==> config.mk <==
export PLATFORM = sky130hd
export DESIGN_NAME = regbank_access_arbiter
export DESIGN_NICKNAME = d
export VERILOG_FILES = /design/src/rtl/regbank_access_arbiter.sv
export SDC_FILE = /design/constraint.sdc
export NUM_CORES = 1
export LEC_CHECK = 0
export CORE_ASPECT_RATIO = 1.4
export CORE_MARGIN = 2
export CORE_UTILIZATION = 36
export CTS_BUF_LIST = sky130_fd_sc_hd__clkbuf_2 sky130_fd_sc_hd__clkbuf_4 sky130_fd_sc_hd__clkbuf_8
export CTS_CLUSTER_SIZE = 25
export DETAILED_ROUTE_END_ITERATION = 12
export PLACE_DENSITY = 0.67
export SLEW_MARGIN = 20
export SYNTH_ARGS = -nofsm -noshare
export SYNTH_HDL_FRONTEND = slang
export SYNTH_SLANG_ARGS = --single-unit
==> constraint.sdc <==
create_clock -name Clk -period 3.91 [get_ports Clk]
set_input_delay 0.782 -clock Clk [delete_from_list [all_inputs] [get_ports Clk]]
set_output_delay 0.782 -clock Clk [all_outputs]
set_load 0.005 [all_outputs]
==> src/rtl/regbank_access_arbiter.sv <==
// regbank_access_arbiter: round-robin sequencer driving one-hot read enables and load strobes of a register bank
module regbank_access_arbiter #(
  parameter int NREGS = 16,
  parameter int AW = 4,
  parameter int RD_CYC = 1
) (
  input  logic             Clk,
  input  logic             Rst,
  input  logic             V0,
  input  logic             V1,
  input  logic [AW-1:0]    RA0,
  input  logic [AW-1:0]    RA1,
  input  logic [AW-1:0]    RB0,
  input  logic [AW-1:0]    RB1,
  input  logic             WE0,
  input  logic             WE1,
  input  logic [AW-1:0]    WA0,
  input  logic [AW-1:0]    WA1,
  output logic [1:0]       Gnt,
  output logic [1:0]       Done,
  output logic [NREGS-1:0] Oae,
  output logic [NREGS-1:0] Obe,
  output logic [NREGS-1:0] Ld,
  output logic             DSel,
  output logic             Busy,
  output logic             AErr
);
  localparam int CW = (RD_CYC > 1) ? $clog2(RD_CYC) : 1;
  typedef enum logic [2:0] {st_idle, st_read, st_write, st_done, st_last} state_t;
  state_t state, state_nxt;
  logic ptr, own, we_q, acc, sel, aerr_nxt;
  logic [AW-1:0] ra_q, rb_q, wa_q;
  logic [CW-1:0] cnt;
  logic [1:0] gnt_nxt, done_nxt;
  logic [NREGS-1:0] oae_nxt, obe_nxt, ld_nxt;

  function automatic logic [NREGS-1:0] dec(input logic [AW-1:0] a);
    return (32'(a) < NREGS) ? NREGS'(1) << a : '0;
  endfunction

  function automatic logic bad(input logic [AW-1:0] a);
    return 32'(a) >= NREGS;
  endfunction

  assign acc = V0 | V1;
  assign sel = (V0 & V1) ? ptr : V1;

  always_ff @(posedge Clk or negedge Rst)
    if (!Rst) begin
      state <= st_idle;
      ptr <= 1'b0;
      own <= 1'b0;
      we_q <= 1'b0;
      ra_q <= '0;
      rb_q <= '0;
      wa_q <= '0;
      cnt <= '0;
      Gnt <= '0;
      Done <= '0;
      Oae <= '0;
      Obe <= '0;
      Ld <= '0;
      DSel <= 1'b0;
      Busy <= 1'b0;
      AErr <= 1'b0;
    end else begin
      state <= state_nxt;
      cnt <= (state == st_read) ? cnt + 1'b1 : '0;
      if (state == st_idle && acc) begin
        own <= sel;
        DSel <= sel;
        ra_q <= sel ? RA1 : RA0;
        rb_q <= sel ? RB1 : RB0;
        wa_q <= sel ? WA1 : WA0;
        we_q <= sel ? WE1 : WE0;
        if (V0 & V1) ptr <= ~ptr;
      end
      Gnt <= gnt_nxt;
      Done <= done_nxt;
      Oae <= oae_nxt;
      Obe <= obe_nxt;
      Ld <= ld_nxt;
      Busy <= state_nxt != st_idle;
      AErr <= AErr | aerr_nxt;
    end

  // st_last covers the cycle Done is visible, so arbitration resumes one cycle later
  always_comb begin
    state_nxt = state;
    unique case (state)
      st_idle:  state_nxt = acc ? st_read : st_idle;
      st_read:  state_nxt = (cnt == CW'(RD_CYC - 1)) ? (we_q ? st_write : st_done) : st_read;
      st_write: state_nxt = st_done;
      st_done:  state_nxt = st_last;
      default:  state_nxt = st_idle;
    endcase
  end

  always_comb begin
    gnt_nxt = (state == st_idle && acc) ? (sel ? 2'b10 : 2'b01) : 2'b00;
    oae_nxt = (state == st_read) ? dec(ra_q) : '0;
    obe_nxt = (state == st_read) ? dec(rb_q) : '0;
    ld_nxt = (state == st_write) ? dec(wa_q) : '0;
    done_nxt = (state == st_done) ? (own ? 2'b10 : 2'b01) : 2'b00;
    aerr_nxt = (state == st_read && (bad(ra_q) || bad(rb_q))) || (state == st_write && bad(wa_q));
  end
endmodule

# Word level (Yosys, flattened, before mapping)

Cells that the tools add are included.

Bits in registers: 72
Bits in latches: 0
Bits in writable memories: 0
Memory bits (read-only): 0
Input port bits: 30
Output and inout port bits: 55
Logic and storage cells: 45
Memories: 0

Add/subtract/negate cells: 1
Multipliers: 0
Div/mod/pow operators: 0
Magnitude comparators: 0
Equality and inequality tests: 3
Shift-type cells: 3
Mux-type cells: 17
Bitwise logic cells: 3
Reduce and logical (&&, ||, !) cells: 4

Operators by type and width:

| cell                                                 | number |
|---|---|
| 2-to-1 mux 16 bit                                    | 3 |
| << shifter 1 x 4 -> 16 bit (first input constant)    | 3 |
| 2-to-1 mux 4 bit                                     | 3 |
| case mux 3 bit (4 select lines)                      | 1 |
| 2-to-1 mux 2 bit                                     | 5 |
| equality test 3 x 2 -> 1 bit (second input constant) | 2 |
| 2-to-1 mux 1 bit                                     | 5 |
| equality test 3 x 1 -> 1 bit (second input constant) | 1 |
| logical NOT 3 bit                                    | 1 |
| nonzero test 3 bit                                   | 1 |
| AND reduction 2 bit                                  | 1 |
| adder 1 bit (second input constant)                  | 1 |
| bitwise AND 1 bit                                    | 1 |
| logical AND 1 bit                                    | 1 |
| inverter 1 bit                                       | 1 |
| bitwise OR 1 bit                                     | 1 |

# Longest topological paths before layout

Gate-level depths: netlist (run 1).

Depth after elaboration: 4
Mapped depth: 6

# Least setup slack after synthesis (run 1)

Ideal clock, no wire load.

Path type: in2reg
Start point: in V1
End point: reg wa_q[1]
Setup time: 0.126 ns
Arrival: 1.582 ns
Slack: 2.202 ns
Stages: 5
Cell sequence: nand2_1 -> and3_1 -> clkbuf_1 -> buf_4 -> a221o_1

Word-level cells in the longest chain between the ends: 3
Elaborated cells between the ends (all ways): 5

Ends and longest elaborated chain:

| element              | RTL line | RTL |
|---|---|---|
| start, declared      | 10       | `input logic V1,` |
| bitwise AND 1 bit    | 46       | `assign sel = (V0 & V1) ? ptr : V1;` |
| 2-to-1 mux 1 bit     | 46       |  |
| 2-to-1 mux 4 bit     | 74       | `wa_q <= sel ? WA1 : WA0;` |
| end signal, assigned | 74       |  |
| end, declared        | 32       | `logic [AW-1:0] ra_q, rb_q, wa_q;` |

Parallel ways exist; a longest one is shown, timed or not.
A chain may end at the register's enable or synchronous reset.

==> results.md, run 1 <==
STA:
- Setup repair after global routing left no endpoint under its margin.
- The slew at the pin closest to its max-slew limit is ~0.66 ns.
- The total of endpoints with negative setup slack in the final report is 0.
- The worst path uses 51.9% of the clock period.
- The hold violation total from the final report is 0.
- The count of final max-slew check failures came to 0.
- The worst relative slew slack is 55.9%.
- Derived from the worst setup path, the maximum achievable clock frequency is 493 MHz.
- The maximum clock skew at final layout is 0.00843 ns.
- The sum of negative setup slack is 0 ns.
- The minimum period implied by the final worst setup slack is roughly 2.0 ns.

Setup path:
- The startpoint of the worst-slack reg-to-reg timing path is state[0].
- Broken down by cell family, the worst path's largest delay share belongs to buffers and inverters.
- STA classifies the critical path endpoint as an output pin.
- The maximum fanout along the worst path is 4.
- In this run the critical register-to-register path is captured at Oae[0].
- The slowest stage of the critical path is the sky130_fd_sc_hd__clkdlybuf4s50_1 cell.
- Across all register-to-register paths, the minimum setup slack is 2.19 ns.
- Measured in cells, the most critical reg-to-reg path has a length of 3.
- The required time of the worst setup path is 3.13 ns.
- Traced cell by cell, the critical path runs through clkdlybuf4s50_1.
- STA classifies the critical path startpoint as a register.
- Together, buffers and inverters on the worst path number 1.
- The peak per-stage delay on the critical path is 0.51 ns.
- The setup path with the least slack is of type register to output pin.
- For the worst setup path, the data arrival time is 1.25 ns.

Synth:
- The post-synth design cell area is 2630 um^2.
- In the synthesized netlist the dominant register cell turns out to be sky130_fd_sc_hd__dfrtp_1.
- When the netlist entered floorplanning its net count stood at ~240.
- The sequential area share after synthesis is just under 70%.
- The most frequent cell after synthesis is sky130_fd_sc_hd__dfrtp_1.
- The cell count after synthesis came out at 211.
- In the post-synthesis netlist, the biggest area contributors are sky130_fd_sc_hd__dfrtp_1, sky130_fd_sc_hd__a221o_1, sky130_fd_sc_hd__nor2_1.
- The top cell type's share of synthesized area is 68.6%.
- The commonest cells after synthesis are sky130_fd_sc_hd__dfrtp_1, sky130_fd_sc_hd__nor2_1, sky130_fd_sc_hd__nor3_1.
- For this run, asynchronously set or reset flops after synthesis account for 100%.
- The Yosys step of the flow raised 0 warnings.
- The count of distinct cell types in the synthesized netlist is 29.
- The number of synthesized flops with an enable pin is 0.
- The post-synthesis register bit count is 72.
- The mean cell area of the mapped netlist is 12.4 um^2.
- Of all cell types, the one taking the most synthesized area is sky130_fd_sc_hd__dfrtp_1.

Power and ir drop:
- The analysis attributes to net switching a power of approximately 730 uW.
- The clock network is responsible for 21.9% of the overall power.
- The peak ir drop on the vdd network is between 0.0003 and 0.0004 V.
- The switching share of power is 33.4%.
- The portion of total power attributed to sequential cells is between 40 and 50%.
- For this design the static power due to leakage is 1.65 nW.
- The portion of total power attributed to combinational logic is 28.5%.
- The total power divided by cell area is 599 nW/um^2.
- The internal cell power is approximately 1.5 mW.

Route:
- Dividing the detail-routed via count by the number of cells gives 4.78.
- The DRC violations left is 0.
- The wire length reported by the detailed router is 5770 um.
- The length of the first detailed-routing pass in iterations is 4.
- The via count is 1,879.
- The average routed wire per standard cell is 14.7 um.
- The count of antenna-violating nets left after detailed routing is 0.
- The detailed router finished its first iteration with 138 violations.

Clock tree:
- Counting the buffers created by CTS gives 9.
- At the later pin of the worst-skew pair, clock insertion delay measures between 0.3 and 0.4 ns.
- TritonCTS built the clock tree.
- The number of hold buffers added after CTS was 0.
- The quantity of gates resized following cts is 0.
- The root cell of the clock tree is sky130_fd_sc_hd__clkbuf_8.
- The clock-pin slew on the worst setup and hold paths is 0.07 ns.
- After clock tree synthesis, the setup repair step added 0 buffers.
- CTS built an H-tree with a depth of 3.
- The buffer levels on the longest clock path is 2.
- The number of clock sinks is 72.

Run:
- The number of violations of the max-capacitance limit is 0.

Run status:
- The run finished with clean final reports.

Placed design:
- At the end of routability-driven placement, the weighted congestion stood at 0.763.
- In this run the tool buffered the top-level ports with 83 buffer cells.
- Detailed placement ended at an HPWL of 4160 um.
- The placed cell area is 3520 um^2.
- The count of placed standard cells including taps is 378.

Global routing:
- The total congestion overflow after global routing is 0.
- The number of global-route vias before repair is ~1,900.
- The combined global-route utilization of all metal layers is between 15 and 20%.
- The initial antenna violation count is 0.
- Entering global routing, the biggest net connects 50 pins.
- The global-route wire length before repair is between 9000 and 10,000 um.

Final layout:
- After the last flow step, the layout net total stands at 324.
- Counting the fill cells in the layout gives roughly 650.
- With fillers left out, the area of the finished cells amounts to 3670 um^2.
- The layout-stage area growth over the synthesis result is 39.9%.
- The fraction of layout cells with a size suffix above 1 is 7.38%.
- The number of standard cells in the final layout excluding fillers is 393.
- The antenna diode count is 0.

Worst hold path:
- The worst hold path belongs to the class input port to async pin.

Floorplanning:
- The chip height is 105 um.
- In this run the standard cell core region covers 7030 um^2.
- The die covers about 8000 um^2.
- The floorplan has 36 rows.
- The number of ports placed on the die boundary is 85.
- The floorplan step set the die width to 76.2 um.
- The starting density of the core is 37.4%.
==> power groups by stage <==
stage	logic (mW)	registers, mW	clock network, mW
after CTS	0.632	1.09	0.490
final	0.626	1.09	0.481
after global routing	0.692	1.12	0.527
after floorplan	0.465	0.998	0
after detailed placement	0.629	1.10	0
after global placement	0.609	1.10	0
==> layout by cell type, fill, tap and decap left out, types with 3 or more instances in the layout <==
cell type,n
sky130_fd_sc_hd__nand2_1,10
sky130_fd_sc_hd__nor2b_1,3
sky130_fd_sc_hd__nand2b_1,11
sky130_fd_sc_hd__nor3_1,15
sky130_fd_sc_hd__dfrtp_1,72
sky130_fd_sc_hd__nor2_1,32
sky130_fd_sc_hd__and3_1,14
sky130_fd_sc_hd__clkinv_2,5
sky130_fd_sc_hd__a221o_1,13
sky130_fd_sc_hd__nand3_1,3
sky130_fd_sc_hd__and2_1,3
sky130_fd_sc_hd__clkbuf_8,9
sky130_fd_sc_hd__clkdlybuf4s50_1,82
==> cell families after synthesis <==
kind of cell | count (synthesis) | synth area share, %
buffers and inverters | 14 | 2.72
flip-flops | 72 | 68.6
AO/OA/AOI/OAI | 19 | 6.20
XOR/XNOR | 1 | 0.334
other | 1 | 0.143
AND/OR/NAND/NOR | 104 | 22.0
==> cell type report <==
class / instances / area, um^2 / share of cell area (%)
sequential: 72 / 1800 / 49.0
clock inverter: 5 / 25.0 / 0.681
tap: 95 / 119 / 3.24
inverter: 1 / 3.75 / 0.102
multi-input combinational: 125 / 752 / 20.5
clock buffer: 10 / 131 / 3.58
timing repair buffer: 85 / 841 / 22.9
==> sequential cells by signal, summed over array words and instances (netlist names), 2 cells and up <==
register / flops
rb_q: 4
state: 3
Gnt: 2
ra_q: 4
Ld: 16
Done: 2
Obe: 16
wa_q: 4
Oae: 16
==> worst max-delay path by stage <==
stage               startpoint       to  slack [ns]  depth (start not counted)
finish                     own     DSel        1.88                          1
global route               own     DSel        1.81                          1
CTS                        own     DSel        1.86                          1
detailed placement          V1  rb_q[0]        1.61                          4
global placement            V1  rb_q[1]        1.67                          4
floorplan                   V1  wa_q[1]        2.20                          5
==> metal layers <==
metal  routed length, um  GRT usage, %
met4                 179          9.35
met1                2260          18.2
met2                3020          25.8
met5                   0             0
met3                 312          3.45
==> through the flow <==
| stage | power (mW) | setup WS, ns | hold WS (ns) | utilization, % |
|---|---|---|---|---|
| floorplan | 1.46 | 2.20 | 0.458 | - |
| global placement | 1.71 | 1.67 | 0.467 | 50.1 |
| detailed placement | 1.73 | 1.61 | 0.476 | 50.1 |
| CTS | 2.21 | 1.86 | 0.404 | 52.3 |
| global route | 2.34 | 1.81 | 0.420 | 52.3 |
| finish | 2.20 | 1.88 | 0.395 | 52.3 |
No activity file was read; power rests on OpenSTA's default activity.
==> run 2: changes to the inputs <==
==> constraint.sdc (replaced) <==
create_clock -name Clk -period 2.1 [get_ports Clk]
set_input_delay 0.42 -clock Clk [delete_from_list [all_inputs] [get_ports Clk]]
set_output_delay 0.42 -clock Clk [all_outputs]
set_load 0.005 [all_outputs]
==> run 2 against run 1 <==
Net effect: first-iteration DRC count fell by 2.9%; flip-flop and latch count is the same; clock-buffer cell count increased by 1; setup slack got worse by 1.4 ns; largest power group unchanged; sequential share of layout area fell by 0.81 points; via count fell by 1.6%; core utilization is 0.87 points higher; combinational power is 90% higher.
==> results.md, run 2 (synthesized netlist as in run 1, its figures left out) <==
Run status:
- The run finished with clean final reports.

Clock tree:
- The clock drives 72 sinks.
- The TritonCTS clock tree is yes.
- The number of gates resized after CTS was 0.
- CTS built an H-tree with a depth of 3.
- The total clock buffers created by CTS is 9.
- The buffer levels on the longest clock path is 2.
- The cell sitting at the root of the clock tree is a sky130_fd_sc_hd__clkbuf_8.
- Buffers added to address setup during post-CTS repair amount to 0.
- The clock-pin slew on the worst setup and hold paths is ~0.070 ns.
- The clock latency of the later-clocked register in the worst-skew pair is 0.33 ns.
- For this design, the CTS-stage hold fixing added 0 buffers.

Floorplanning:
- The floorplan step set the die height to 105 um.
- In this run the core area contains 36 standard-cell rows.
- The die extent in x is 76.2 um.
- The floorplan die area is 8000 um^2.
- The floorplan step defined a core boundary enclosing ~7000 um^2.
- The initial utilization of the core area, before any placement, comes to 37.4%.
- The number of ports placed on the die boundary is 85.

Final layout:
- The total number of nets in the final design is 326.
- 0 antenna diodes ended up in the layout.
- For this run, the share of the core covered by cells in the final layout is 53.2%.
- Compared with the post-synthesis result, the final layout area differs by 42.3%.
- The top cell types in the final layout, fill and taps aside, are sky130_fd_sc_hd__clkdlybuf4s50_1, sky130_fd_sc_hd__dfrtp_1, sky130_fd_sc_hd__nor2_1.
- The largest registers in the layout are Ld x16, Oae x16, Obe x16.
- The most common cell after layout, fill and taps aside is sky130_fd_sc_hd__clkdlybuf4s50_1.
- The fraction of layout cells with a size suffix above 1 is 8.00%.

Route:
- For this run, design rule violations remaining after detail routing come to 0.
- The count of antenna-violating nets left after detailed routing is 0.
- Wires add up to 5640 um.
- The detailed router finished its first iteration with 134 violations.
- The average vias per placed instance is about 4.7.
- In the final routed layout, each cell accounts on average for 14.3 um.
- The detailed router placed 1,848 vias in this run.
- The length of the first detailed-routing pass in iterations is 4.

Global routing:
- The maximum number of pins on one net before global-route repair is 73.
- The initial antenna violation count was 0.
- The number of global-route vias before repair is 1,781.
- The combined global-route utilization of all metal layers is 14.9%.
- The global-route wire length before repair is 9030 um.
- The total congestion overflow after global routing is 0.

STA:
- The hold violation total from the final report came to 0.
- Adding up every negative setup slack in the final design gives 0 ns.
- Setup repair after global routing left no endpoint under its margin.
- The maximum clock skew at final layout is ~0.0083 ns.
- The total of endpoints with negative setup slack in the final report is 0.
- The slew at the pin closest to its max-slew limit is 0.521 ns.
- In this run the tightest slew margin relative to its limit is 65.2%.
- The count of final max-slew check failures is 0.
- The minimum period implied by the final worst setup slack is about 1.7 ns.
- The final critical path takes up 78.8% of the cycle.
- Derived from the worst setup path, the maximum achievable clock frequency is 604 MHz.

Setup path:
- The most critical setup path has its startpoint at own.
- On the worst path, the slowest cell contributes a delay of 0.51 ns.
- The number of cells on the worst reg-to-reg path is 3.
- Along the worst path, the maximum fanout reaches 4.
- The worst register-to-register path ends at wa_q[1].
- In this run the number of cells on the critical path is 1.
- Walking the worst path, the cells encountered are clkdlybuf4s50_1.
- Data on the critical path arrives at its endpoint at 1.24 ns.
- The endpoint of the worst setup timing path is DSel.
- The type of element launching the critical path is a register.
- The worst register-to-register path begins at state[2].
- The critical path in this run is classified as register to output pin.
- On the critical path, the stage with the largest delay is an instance of sky130_fd_sc_hd__clkdlybuf4s50_1.
- The number of buffers and inverters on the critical path is 1.
- The flop-to-flop setup slack is 0.46 ns.
- The endpoint kind of the worst setup timing path is an output pin.
- The dominant delay contributor by cell family on the critical path is buffers and inverters.
- The required time of the worst setup path is between 1.5 and 2 ns.

Worst hold path:
- The classification of the worst-slack hold path is input port to async pin.

Power and ir drop:
- The peak ir drop on the vdd network is 0.000671 V.
- The total power divided by cell area is 1140 nW/um^2.
- The analysis attributes to cell leakage a power of 1.68 nW.
- Summing internal, switching and leakage power gives 4.27 mW.

Placed design:
- The placed wire-length estimate is 4020 um.
- The final weighted congestion in routability-driven placement is 0.747.
- The count of input and output buffers is 83.

Run:
- Across the run, the number of max-cap violations was 0.
run 2: final cells by class:
type,instances,area (um^2)
flip-flops and latches,72,1800
clock inverters,4,45.0
repair buffers,87,868
well taps,95,119
multi-input cells,125,752
fillers,638,3290
clock buffers,11,145
inverters,1,3.75
run 2: where the power goes:
part           internal, mW  total, mW  switching [mW]  leakage, nW
clock                 0.582       1.04           0.462        0.102
sequential             1.67       2.04           0.369        0.970
combinational         0.655       1.19           0.530        0.605
total                  2.91       4.27            1.36         1.68
run 2: how the worst min path moves through the flow:
stage / from / to / cells after the start
floorplan: Rst / Busy / 0
global placement: Rst / Done[1] / 2
detailed placement: Rst / Done[0] / 2
CTS: Rst / Done[0] / 2
global route: Rst / Done[0] / 2
finish: Rst / Ld[7] / 2
run 2: per-stage QoR:
step                hold slack (ns)  std cells  setup WS, ns  area [um^2]
global route                  0.117        395         0.343         3730
finish                       0.0938        395         0.444         3730
floorplan                     0.124        211         0.635         2630
CTS                          0.0949        395         0.414         3730
global placement              0.466        380         0.250         3540
detailed placement            0.468        380         0.202         3540
run 2: metal layers:
metal  GRT usage (%)  vias to the layer above  share of wire (%)  routed length (um)
met3            3.89                       10                4.9                 274
met1            18.0                      891                 41                2330
li1                -                      891                  -                   -
met2            24.5                       56                 51                2890
met4            7.79                        0                2.6                 145
met5               0                        -                  0                   0
==> run 3: changes to the inputs <==
==> constraint.sdc (replaced) <==
create_clock -name Clk -period 1.54 [get_ports Clk]
set_input_delay 0.308 -clock Clk [delete_from_list [all_inputs] [get_ports Clk]]
set_output_delay 0.308 -clock Clk [all_outputs]
set_load 0.005 [all_outputs]
==> run 3 against run 2 <==
Net effect: clock-buffer cell count down 2; first-iteration DRC count down 20%; hold slack better by 0.40 ns; critical path type unchanged; sequential share of layout area down 2.0 points; largest cell class unchanged.
==> results.md, run 3 (synthesized netlist as in run 1, its figures left out) <==
Floorplanning:
- The core region is 7030 um^2.
- The floorplan die area is between 8000 and 9000 um^2.
- The number of cell rows is 36.
- The number of ports placed on the die boundary is 85.
- The chip height is 105 um.
- Once the floorplan was initialized, standard cells occupied 37.4% of the core.
- In this run the horizontal extent of the chip is around 76 um.

Setup path:
- The required time of the worst setup path is 1.23 ns.
- Data on the critical path arrives at its endpoint at around 1.2 ns.
- The slowest stage of the critical path is the sky130_fd_sc_hd__clkdlybuf4s50_1 cell.
- The number of buffers and inverters on the critical path is 1.
- In this design, the stage delay of the slowest critical-path cell is 0.50 ns.
- The dominant delay contributor by cell family on the critical path is buffers and inverters.
- Walking the worst path, the cells encountered are clkdlybuf4s50_1.
- STA classifies the critical path endpoint as an output pin.
- The type of element launching the critical path is a register.
- The critical path class is register to output pin.
- The maximum fanout along the worst path is 1.

Route:
- The final layout contains routed wiring with a total length of 6020 um.
- The average vias per placed instance is 4.73.
- Detailed routing inserted a total of 1,901 vias.
- The DRC violations left is 0.
- Before antenna repair, the detailed router went through 4 iterations.
- The average routed wire per standard cell is 15.0 um.
- The first routing iteration left 107 violations.
- The count of antenna-violating nets left after detailed routing is 0.

Final layout:
- The most common cell after layout, fill and taps aside is sky130_fd_sc_hd__clkdlybuf4s50_1.
- The layout has around 600 filler cells.
- The finished cells cover 3900 um^2.
- The number of standard cells in the final layout excluding fillers is 402.
- Leaving out fill and tap cells, the most frequent cells in the layout are sky130_fd_sc_hd__clkdlybuf4s50_1, sky130_fd_sc_hd__dfrtp_1, sky130_fd_sc_hd__nor2_1.
- The largest registers in the layout are Ld x16, Oae x16, Obe x16.
- The antenna diode count is 0.
- The final design utilization is 55.6%.
- The fraction of layout cells with a size suffix above 1 is 11.7%.
- The layout-stage area growth over the synthesis result is 48.7%.
- The total number of nets in the final design is 333.

Global routing:
- Global routing used 16.1% of the available tracks.
- The initial antenna violation count came to 0.
- The maximum number of pins on one net before global-route repair is 73.
- The total congestion overflow after global routing is 0.
- The layer with the highest usage after global routing is met2.
- For this run, global-route usage on met3 was measured as around 3.3%.
- The met2 usage is 27.4%.
- The number of global-route vias before repair came to approximately 1,900.
- The global routing met1 resource utilization is 19.0%.
- The global-route wire length before repair is 9750 um.

STA:
- The hold violation total from the final report came to 0.
- Setup repair after global routing left no endpoint under its margin.
- The share of the clock period used by the worst path is 98.0%.
- The clock arrives with around 0.0078 ns of skew.
- Based on the critical path, the design can be clocked at up to 663 MHz.
- The total of endpoints with negative setup slack in the final report is 0.
- The sum of negative setup slack is 0 ns.
- The post-layout worst setup margin is between 0.03 and 0.04 ns.
- The count of final max-slew check failures was 0.
- Subtracting the final worst setup slack from the clock period gives 1.51 ns.
- The final hold slack is 0.493 ns.

Run:
- The number of violations of the max-capacitance limit is 0.

Clock tree:
- The clock latency of the later-clocked register in the worst-skew pair is 0.35 ns.
- The clock-pin slew on the worst setup and hold paths is 0.08 ns.
- The root cell of the clock tree is sky130_fd_sc_hd__clkbuf_8.
- The H-tree was split into 3 levels.
- The number of clock sinks is 72.
- TritonCTS built the clock tree.
- The longest clock path from root to sink contains 2 buffers.
- Counting the buffers created by CTS gives 9.

Placed design:
- OpenSTA, run right after detailed placement, puts the worst setup slack at -0.244 ns.
- Buffers placed on the I/O ports in this run total 83.
- Once placement completed, the tool counted placed cells totaling ~380.
- Once placement finished, the instance area stood at 3600 um^2.
- The final weighted congestion in routability-driven placement is approximately 0.77.
- The placed wire-length estimate is 4270 um.

Power and ir drop:
- The static power due to leakage is 1.77 nW.
- The total power is 6.52 mW.
- The total power divided by cell area is 1670 nW/um^2.
- The peak ir drop on the vdd network is 0.000748 V.

Worst hold path:
- The classification of the worst-slack hold path is input port to async pin.

Run status:
- The run finished with clean final reports.
## run 3: cell count changes in the layout (fill, tap and decap cells not counted), sizes merged
cell           before  now
buf                 5   11
bufinv              1    4
clkbuf             11    9
clkdlybuf4s50      82   80
clkinv              3    1
clkinvlp            0    1
dlygate4sd3         0    1
dlymetal6s2s        0    2
## run 3: cell type report
| class | instances | area, um^2 | share of cell area (%) |
|---|---|---|---|
| Clock buffer | 9 | 124 | 3.17 |
| Clock inverter | 6 | 133 | 3.40 |
| Inverter | 1 | 3.75 | 0.0962 |
| Multi-Input combinational cell | 125 | 766 | 19.6 |
| Sequential cell | 72 | 1810 | 46.3 |
| Tap cell | 95 | 119 | 3.04 |
| Timing Repair Buffer | 94 | 953 | 24.4 |
## run 3: where the power goes
part / switching (mW) / leakage [nW] / internal [mW]
clock network: 0.677 / 0.125 / 1.23
logic: 0.775 / 0.682 / 1.04
registers: 0.511 / 0.966 / 2.29
## run 3: repair_timing
action,CTS,global route
hold buffers,1,0
endpoints found under the hold margin,72,0
gates resized for setup,2,6
endpoints found under the setup margin,16,30
setup buffers,1,1
pin swaps,0,0
## run 3: routing by layer
| layer | vias to the layer above | share of wire [%] |
|---|---|---|
| li1 | 909 | - |
| met1 | 922 | 41 |
| met2 | 58 | 52 |
| met3 | 12 | 3.9 |
| met4 | 0 | 3.1 |
| met5 | - | 0 |
## run 3: worst paths after layout
path	start	end	slack, ns	cells past startpoint
min	Rst	Ld[4]	0.49	3
min reg2reg	ptr	ptr	0.50	1
min in group Clk	ptr	ptr	0.50	1
max	Ld[2]	Ld[2]	0.03	1
max reg2reg	state[2]	ra_q[1]	0.12	4
max in group asynchronous	Rst	Oae[11]	0.73	3
## run 3: worst reg2reg max path, stage by stage, from the launching register on
cell and delay [ns]:
sky130_fd_sc_hd__dfrtp_2 0.51, sky130_fd_sc_hd__nor3_2 0.22, sky130_fd_sc_hd__o21ai_1 0.12, sky130_fd_sc_hd__buf_12 0.17, sky130_fd_sc_hd__a221o_1 0.29
